`src/rtl/icache_fetch.sv`:
```
// Direct-mapped instruction cache with a req/ack line refill burst from backing memory.
// Define ICACHE_STATS_EN to add the hit_cnt/miss_cnt counters.
module icache_fetch #(
  parameter int LINES      = 16,
  parameter int LINE_WORDS = 4
) (
  input  logic        clk,
  input  logic        rst,
  input  logic        fetch_en,
  input  logic [31:0] fetch_addr,
  output logic [31:0] fetch_data,
  output logic        stall_req,
  input  logic        flush,
  output logic        mem_req,
  output logic [31:0] mem_addr,
  input  logic        mem_ack,
`ifdef ICACHE_STATS_EN
  input  logic [31:0] mem_rdata,
  output logic [31:0] hit_cnt,
  output logic [31:0] miss_cnt
`else
  input  logic [31:0] mem_rdata
`endif
);

  localparam int WB = $clog2(LINE_WORDS);
  localparam int IB = $clog2(LINES);
  localparam int TB = 32 - 2 - WB - IB;

  typedef enum logic {IDLE = 1'b0, REFILL = 1'b1} state_t;

  state_t           state_r;
  logic [LINES-1:0] valid_r;
  logic [TB-1:0]    tag_r  [LINES];
  logic [31:0]      data_r [LINES*LINE_WORDS];
  logic [31:0]      base_r;
  logic [WB-1:0]    beat_r;

  logic [WB-1:0] word_s;
  logic [IB-1:0] idx_s;
  logic [TB-1:0] tag_s;
  logic [IB-1:0] ref_idx_s;
  logic          hit_s;
  logic          last_s;
  logic          unused_s;

  assign word_s    = fetch_addr[2 +: WB];
  assign idx_s     = fetch_addr[2+WB +: IB];
  assign tag_s     = fetch_addr[31 -: TB];
  assign ref_idx_s = base_r[2+WB +: IB];
  assign hit_s     = valid_r[idx_s] && (tag_r[idx_s] == tag_s);
  assign last_s    = (beat_r == WB'(LINE_WORDS - 1));
  assign unused_s  = ^{fetch_addr[1:0], base_r[2+WB-1:0]};

  // Fetch port: hits answer in the same cycle; any miss or refill stalls the core
  always_comb begin
    fetch_data = 32'h0;
    stall_req  = 1'b0;
    if (!rst) begin
      fetch_data = 32'h0;
      stall_req  = 1'b0;
    end else if (state_r == REFILL) begin
      stall_req = 1'b1;
    end else if (fetch_en) begin
      if (hit_s) begin
        fetch_data = data_r[{idx_s, word_s}];
      end else begin
        stall_req = 1'b1;
      end
    end else begin
      stall_req = 1'b0;
    end
  end

  // Control FSM: miss detection, burst sequencing, flush and valid bookkeeping
  always_ff @(posedge clk or negedge rst) begin
    if (!rst) begin
      state_r  <= IDLE;
      valid_r  <= '0;
      mem_req  <= 1'b0;
      mem_addr <= 32'h0;
      beat_r   <= '0;
      base_r   <= 32'h0;
    end else begin
      case (state_r)
        IDLE: begin
          if (flush) begin
            valid_r <= '0;
          end else if (fetch_en && !hit_s) begin
            // The line being replaced must not hit while only partly refilled.
            valid_r[idx_s] <= 1'b0;
            base_r         <= {fetch_addr[31:2+WB], {(2+WB){1'b0}}};
            mem_addr       <= {fetch_addr[31:2+WB], {(2+WB){1'b0}}};
            mem_req        <= 1'b1;
            beat_r         <= '0;
            state_r        <= REFILL;
          end else begin
            state_r <= IDLE;
          end
        end
        REFILL: begin
          if (flush) begin
            valid_r <= '0;
            mem_req <= 1'b0;
            beat_r  <= '0;
            state_r <= IDLE;
          end else if (mem_ack) begin
            if (last_s) begin
              valid_r[ref_idx_s] <= 1'b1;
              mem_req            <= 1'b0;
              beat_r             <= '0;
              state_r            <= IDLE;
            end else begin
              beat_r   <= beat_r + WB'(1);
              mem_addr <= {base_r[31:2+WB], beat_r + WB'(1), 2'b00};
            end
          end else begin
            state_r <= REFILL;
          end
        end
        default: state_r <= IDLE;
      endcase
    end
  end

  // Line storage: accepted beats land in the data array; the tag is written with the last beat
  always_ff @(posedge clk) begin
    if (state_r == REFILL && mem_ack && !flush) begin
      data_r[{ref_idx_s, beat_r}] <= mem_rdata;
      if (last_s) begin
        tag_r[ref_idx_s] <= base_r[31 -: TB];
      end
    end
  end

`ifdef ICACHE_STATS_EN
  // Hit/miss statistics, cleared only by reset
  always_ff @(posedge clk or negedge rst) begin
    if (!rst) begin
      hit_cnt  <= 32'h0;
      miss_cnt <= 32'h0;
    end else if (state_r == IDLE && fetch_en) begin
      if (hit_s) begin
        hit_cnt <= hit_cnt + 32'd1;
      end else if (!flush) begin
        miss_cnt <= miss_cnt + 32'd1;
      end else begin
        miss_cnt <= miss_cnt;
      end
    end else begin
      hit_cnt <= hit_cnt;
    end
  end
`endif

endmodule
```
`config.mk`:
```
export PLATFORM = sky130hd
export DESIGN_NAME = icache_fetch
export DESIGN_NICKNAME = d
export VERILOG_FILES = /design/src/rtl/icache_fetch.sv
export SDC_FILE = /design/constraint.sdc
export NUM_CORES = 2
export LEC_CHECK = 0
export BUFFER_PORTS_ARGS = -buffer_cell sky130_fd_sc_hd__buf_4
export CORE_MARGIN = 10
export CORE_UTILIZATION = 62
export DETAILED_ROUTE_END_ITERATION = 6
export PLACE_DENSITY = 0.79
export SYNTH_ARGS = -nofsm -noshare
export SYNTH_HDL_FRONTEND = slang
export SYNTH_SLANG_ARGS = --single-unit
```
`constraint.sdc`:
```
create_clock -name clk -period 5.8 [get_ports clk]
set_input_delay 1.16 -clock clk [delete_from_list [all_inputs] [get_ports clk]]
set_output_delay 1.16 -clock clk [all_outputs]
set_load 0.01 [all_outputs]
```
==> flow_metrics.tcl <==
set metrics [dict create \
    cts-buffers-inserted 228 \
    hold_viol_final 0 \
    fp.dieW_um 414 \
    syn_to_final_growth_pct 14.0 \
    finalInstanceArea_sq_um 110000 \
    worstPathArrival_ns 4.58 \
    critPathTopFamily "buffers and inverters" \
    clockRootBuffer "clkbuf_16" \
    grt_pass1_vias 52058 \
    fin_util_pct 71.3 \
    synth_area_sq_um 96400 \
    drc 14 \
    end_kind "primary output" \
    wl_per_cell_um 41.9 \
    grt_max_degree 76 \
    synth_area_leader_cell "edfxtp_1" \
    postRouteWirelength_mm 290 \
    final_common_cell "edfxtp_1" \
    drt_first_pass_iters 7 \
    slew_headroom_pct 12.9 \
    clkSinkCount 2510 \
    async_flop_share_pct 3.11 \
    core_area_sq_um 154000 \
    path_max_fanout 21 \
    die_h_um 414 \
    clk_pin_slew_ns 0.06 \
    nFillCells 8282 \
    tightest_slew_ns 1.30 \
    antenna_found_initial 14 \
    hpwl_mm 150 \
    ioPinCount 135 \
    crit_path_cell_trace "buf_6 -> nor2b_1 -> buf_4 -> a221oi_2 -> xnor2_1 -> a2111oi_1 -> a41oi_1 -> and4bb_2 -> nand3_2 -> buf_12 -> buf_12 -> buf_12 -> nor2_1 -> buf_4" \
    globalRouteMet1Util_pct 42.1 \
    final_max_slew_viol_count 0 \
    reg2reg_slack_ns 2.08 \
    max_freq_mhz 174 \
    via_per_inst 7.46 \
    use_met3_pct 11.3 \
    max_stage_delay_ns 0.44 \
    initial_core_util_pct 62.5 \
    place_area_sq_um 102000 \
    clock_skew_ns 0.0532 \
    vias 51650 \
    gp_congestion 0.908 \
    synth.distinct_cells 73 \
    power.leakage_nw 35.2 \
    yosysTopAreaCellShare_pct 75.8 \
    grt_overflow 0 \
    layout-drive-gt1-share_pct 31.5 \
    port_buffers 130 \
    start_kind "primary input" \
    violations "design-rule violations" \
    layout_common_cells "2432 x edfxtp_1, 618 x mux4_2, 359 x buf_4" \
    clk_latency_ns 0.89 \
    drv_cap 0 \
    gr-usage-all-layers_pct 33.4 \
    required_ns 4.64 \
    fin_nets 4739 \
    peakVddDrop_mv 0.361 \
    row_count 144 \
    setup_viol 0 \
    finalPower_w 0.0377 \
    power_density_nw_per_um2 343 \
    setup-tns-final_ns 0 \
    synth_ff_type "edfxtp_1" \
    drt_iter0_markers 9350 \
    outcome "finished with violations" \
    rsz0062_at_grt "false" \
    met2_usage_pct 50.7 \
    avgSynthCellArea_sq_um 22.7 \
    ant_nets 0 \
    path_buf_inv 6 \
    cts_buffer_depth 3 \
    hp-class "in2async" \
    period_share_pct 98.9 \
    cts_tree "built" \
    synth_area_leaders "edfxtp_1 76%, mux4_2 14%, dfrtp_1 2.0%, mux2i_1 1.1%, o22ai_1 0.88%" \
    fin_crit_ns 5.74 \
    worstSetupPathType "in2out" \
    synth-seq-cells 2510 \
    cp_slowest_cell "a2111oi_1" \
    yosysSeqAreaShare_pct 77.8 \
    dieArea_sq_um 172000 \
    ys_warn_count 0 \
    htree_levels 4 \
    fin_cells 6922 \
    cpMostUsedCell "buf_12" \
    dp.cells 6480 \
    synth_edf_count 2432 \
    top_usage_layer "met2" \
    grt_first_pass_wirelength_mm 403 \
    netlist_instances 4245 \
]
==> worst reg2reg max path: cells and delay by family (launching register included) <==
family | cells | cell delay (ns)
AOI/OAI and AO/OA | 5 | 1.30
buffers and inverters | 1 | 0.26
DFF | 1 | 0.36
muxes | 2 | 0.94
and+or+nand+nor | 2 | 0.72
==> cells in the mapped netlist (23+ instances only) <==
library cell and instances:
mux2_2 38, o22ai_1 135, o21ai_0 43, mux2i_1 110, nor3_1 28, dfrtp_1 78, edfxtp_1 2432, mux2_4 43
buf_2 46, clkbuf_1 122, nor2b_1 23, nand2_1 57, mux4_2 618, buf_1 35, nor2_1 147
==> metal layers <==
| layer | part of all wire (%) | vias to the layer above |
|---|---|---|
| met5 | 0.10 | - |
| met4 | 7.4 | 20 |
| met3 | 16 | 1260 |
| met2 | 46 | 5266 |
| met1 | 30 | 26139 |
| li1 | - | 18965 |
==> repair_timing <==
item	4_1_cts	5_1_grt
hold buffers	0	0
gates resized for setup	11	12
setup buffers	0	1
endpoints found under the hold margin	0	0
pin swaps	0	1
cloned	1	1
setup endpoints to repair	32	11
==> path summary, 6_finish.rpt <==
| check | cells past startpoint | from | endpoint |
|---|---|---|---|
| min | 1 | rst | mem_addr[18] |
| min reg2reg | 1 | mem_addr[19] | mem_addr[19] |
| max | 14 | fetch_addr[6] | fetch_data[7] |
| min in group clk | 1 | mem_addr[19] | mem_addr[19] |
| max reg2reg | 10 | tag_r[13][4] | mem_addr[9] |
| max in group asynchronous | 2 | rst | state_r |
==> power breakdown <==
part	total (W)	leakage, nW	internal [W]	switching, W
registers	0.0204	22.8	0.0201	0.000226
clock network	0.0153	3.64	0.00849	0.00678
logic	0.00211	8.72	0.000877	0.00124
total	0.0377	35.2	0.0295	0.00824
==> kinds of logic (layout without fill, tap and decap cells) <==
logic type | after synthesis | count (layout) | synth area share [%]
fa+ha+maj | 1 | 1 | 0.0130
mux | 818 | 818 | 16.9
other cells | 1 | 14 | 0.00389
simple gates | 326 | 326 | 1.57
compound gates | 327 | 327 | 2.30
xor+xnor | 21 | 21 | 0.191
flops | 2510 | 2510 | 77.8
buf+inv | 241 | 861 | 1.20
==> final cells by class <==
type | instances | area [sq um] | share of cell area (%)
sequential | 2510 | 75000 | 68.2
multi-input combinational | 1495 | 20900 | 19.0
clock buffer | 287 | 6000 | 5.46
timing repair buffer | 418 | 3860 | 3.51
tap | 2044 | 2560 | 2.33
clock inverter | 140 | 1500 | 1.37
inverter | 16 | 60.1 | 0.0547
antenna | 12 | 30.0 | 0.0273
==> stage by stage <==
step,hold slack [ns],worst slack (ns)
floorplan,0.505,0.448
global route,0.167,0.0400
finish,0.187,0.0644
CTS,0.161,0.00910
global placement,0.478,-0.365
detailed placement,0.491,-0.402
==> registers in the layout, indices dropped and copies added (netlist names) <==
name and flops:
data_r 2048, mem_req 1, mem_addr 30, valid_r 16, tag_r 384, base_r 28, beat_r 2, state_r 1
No activity file was read; power rests on OpenSTA's default activity.
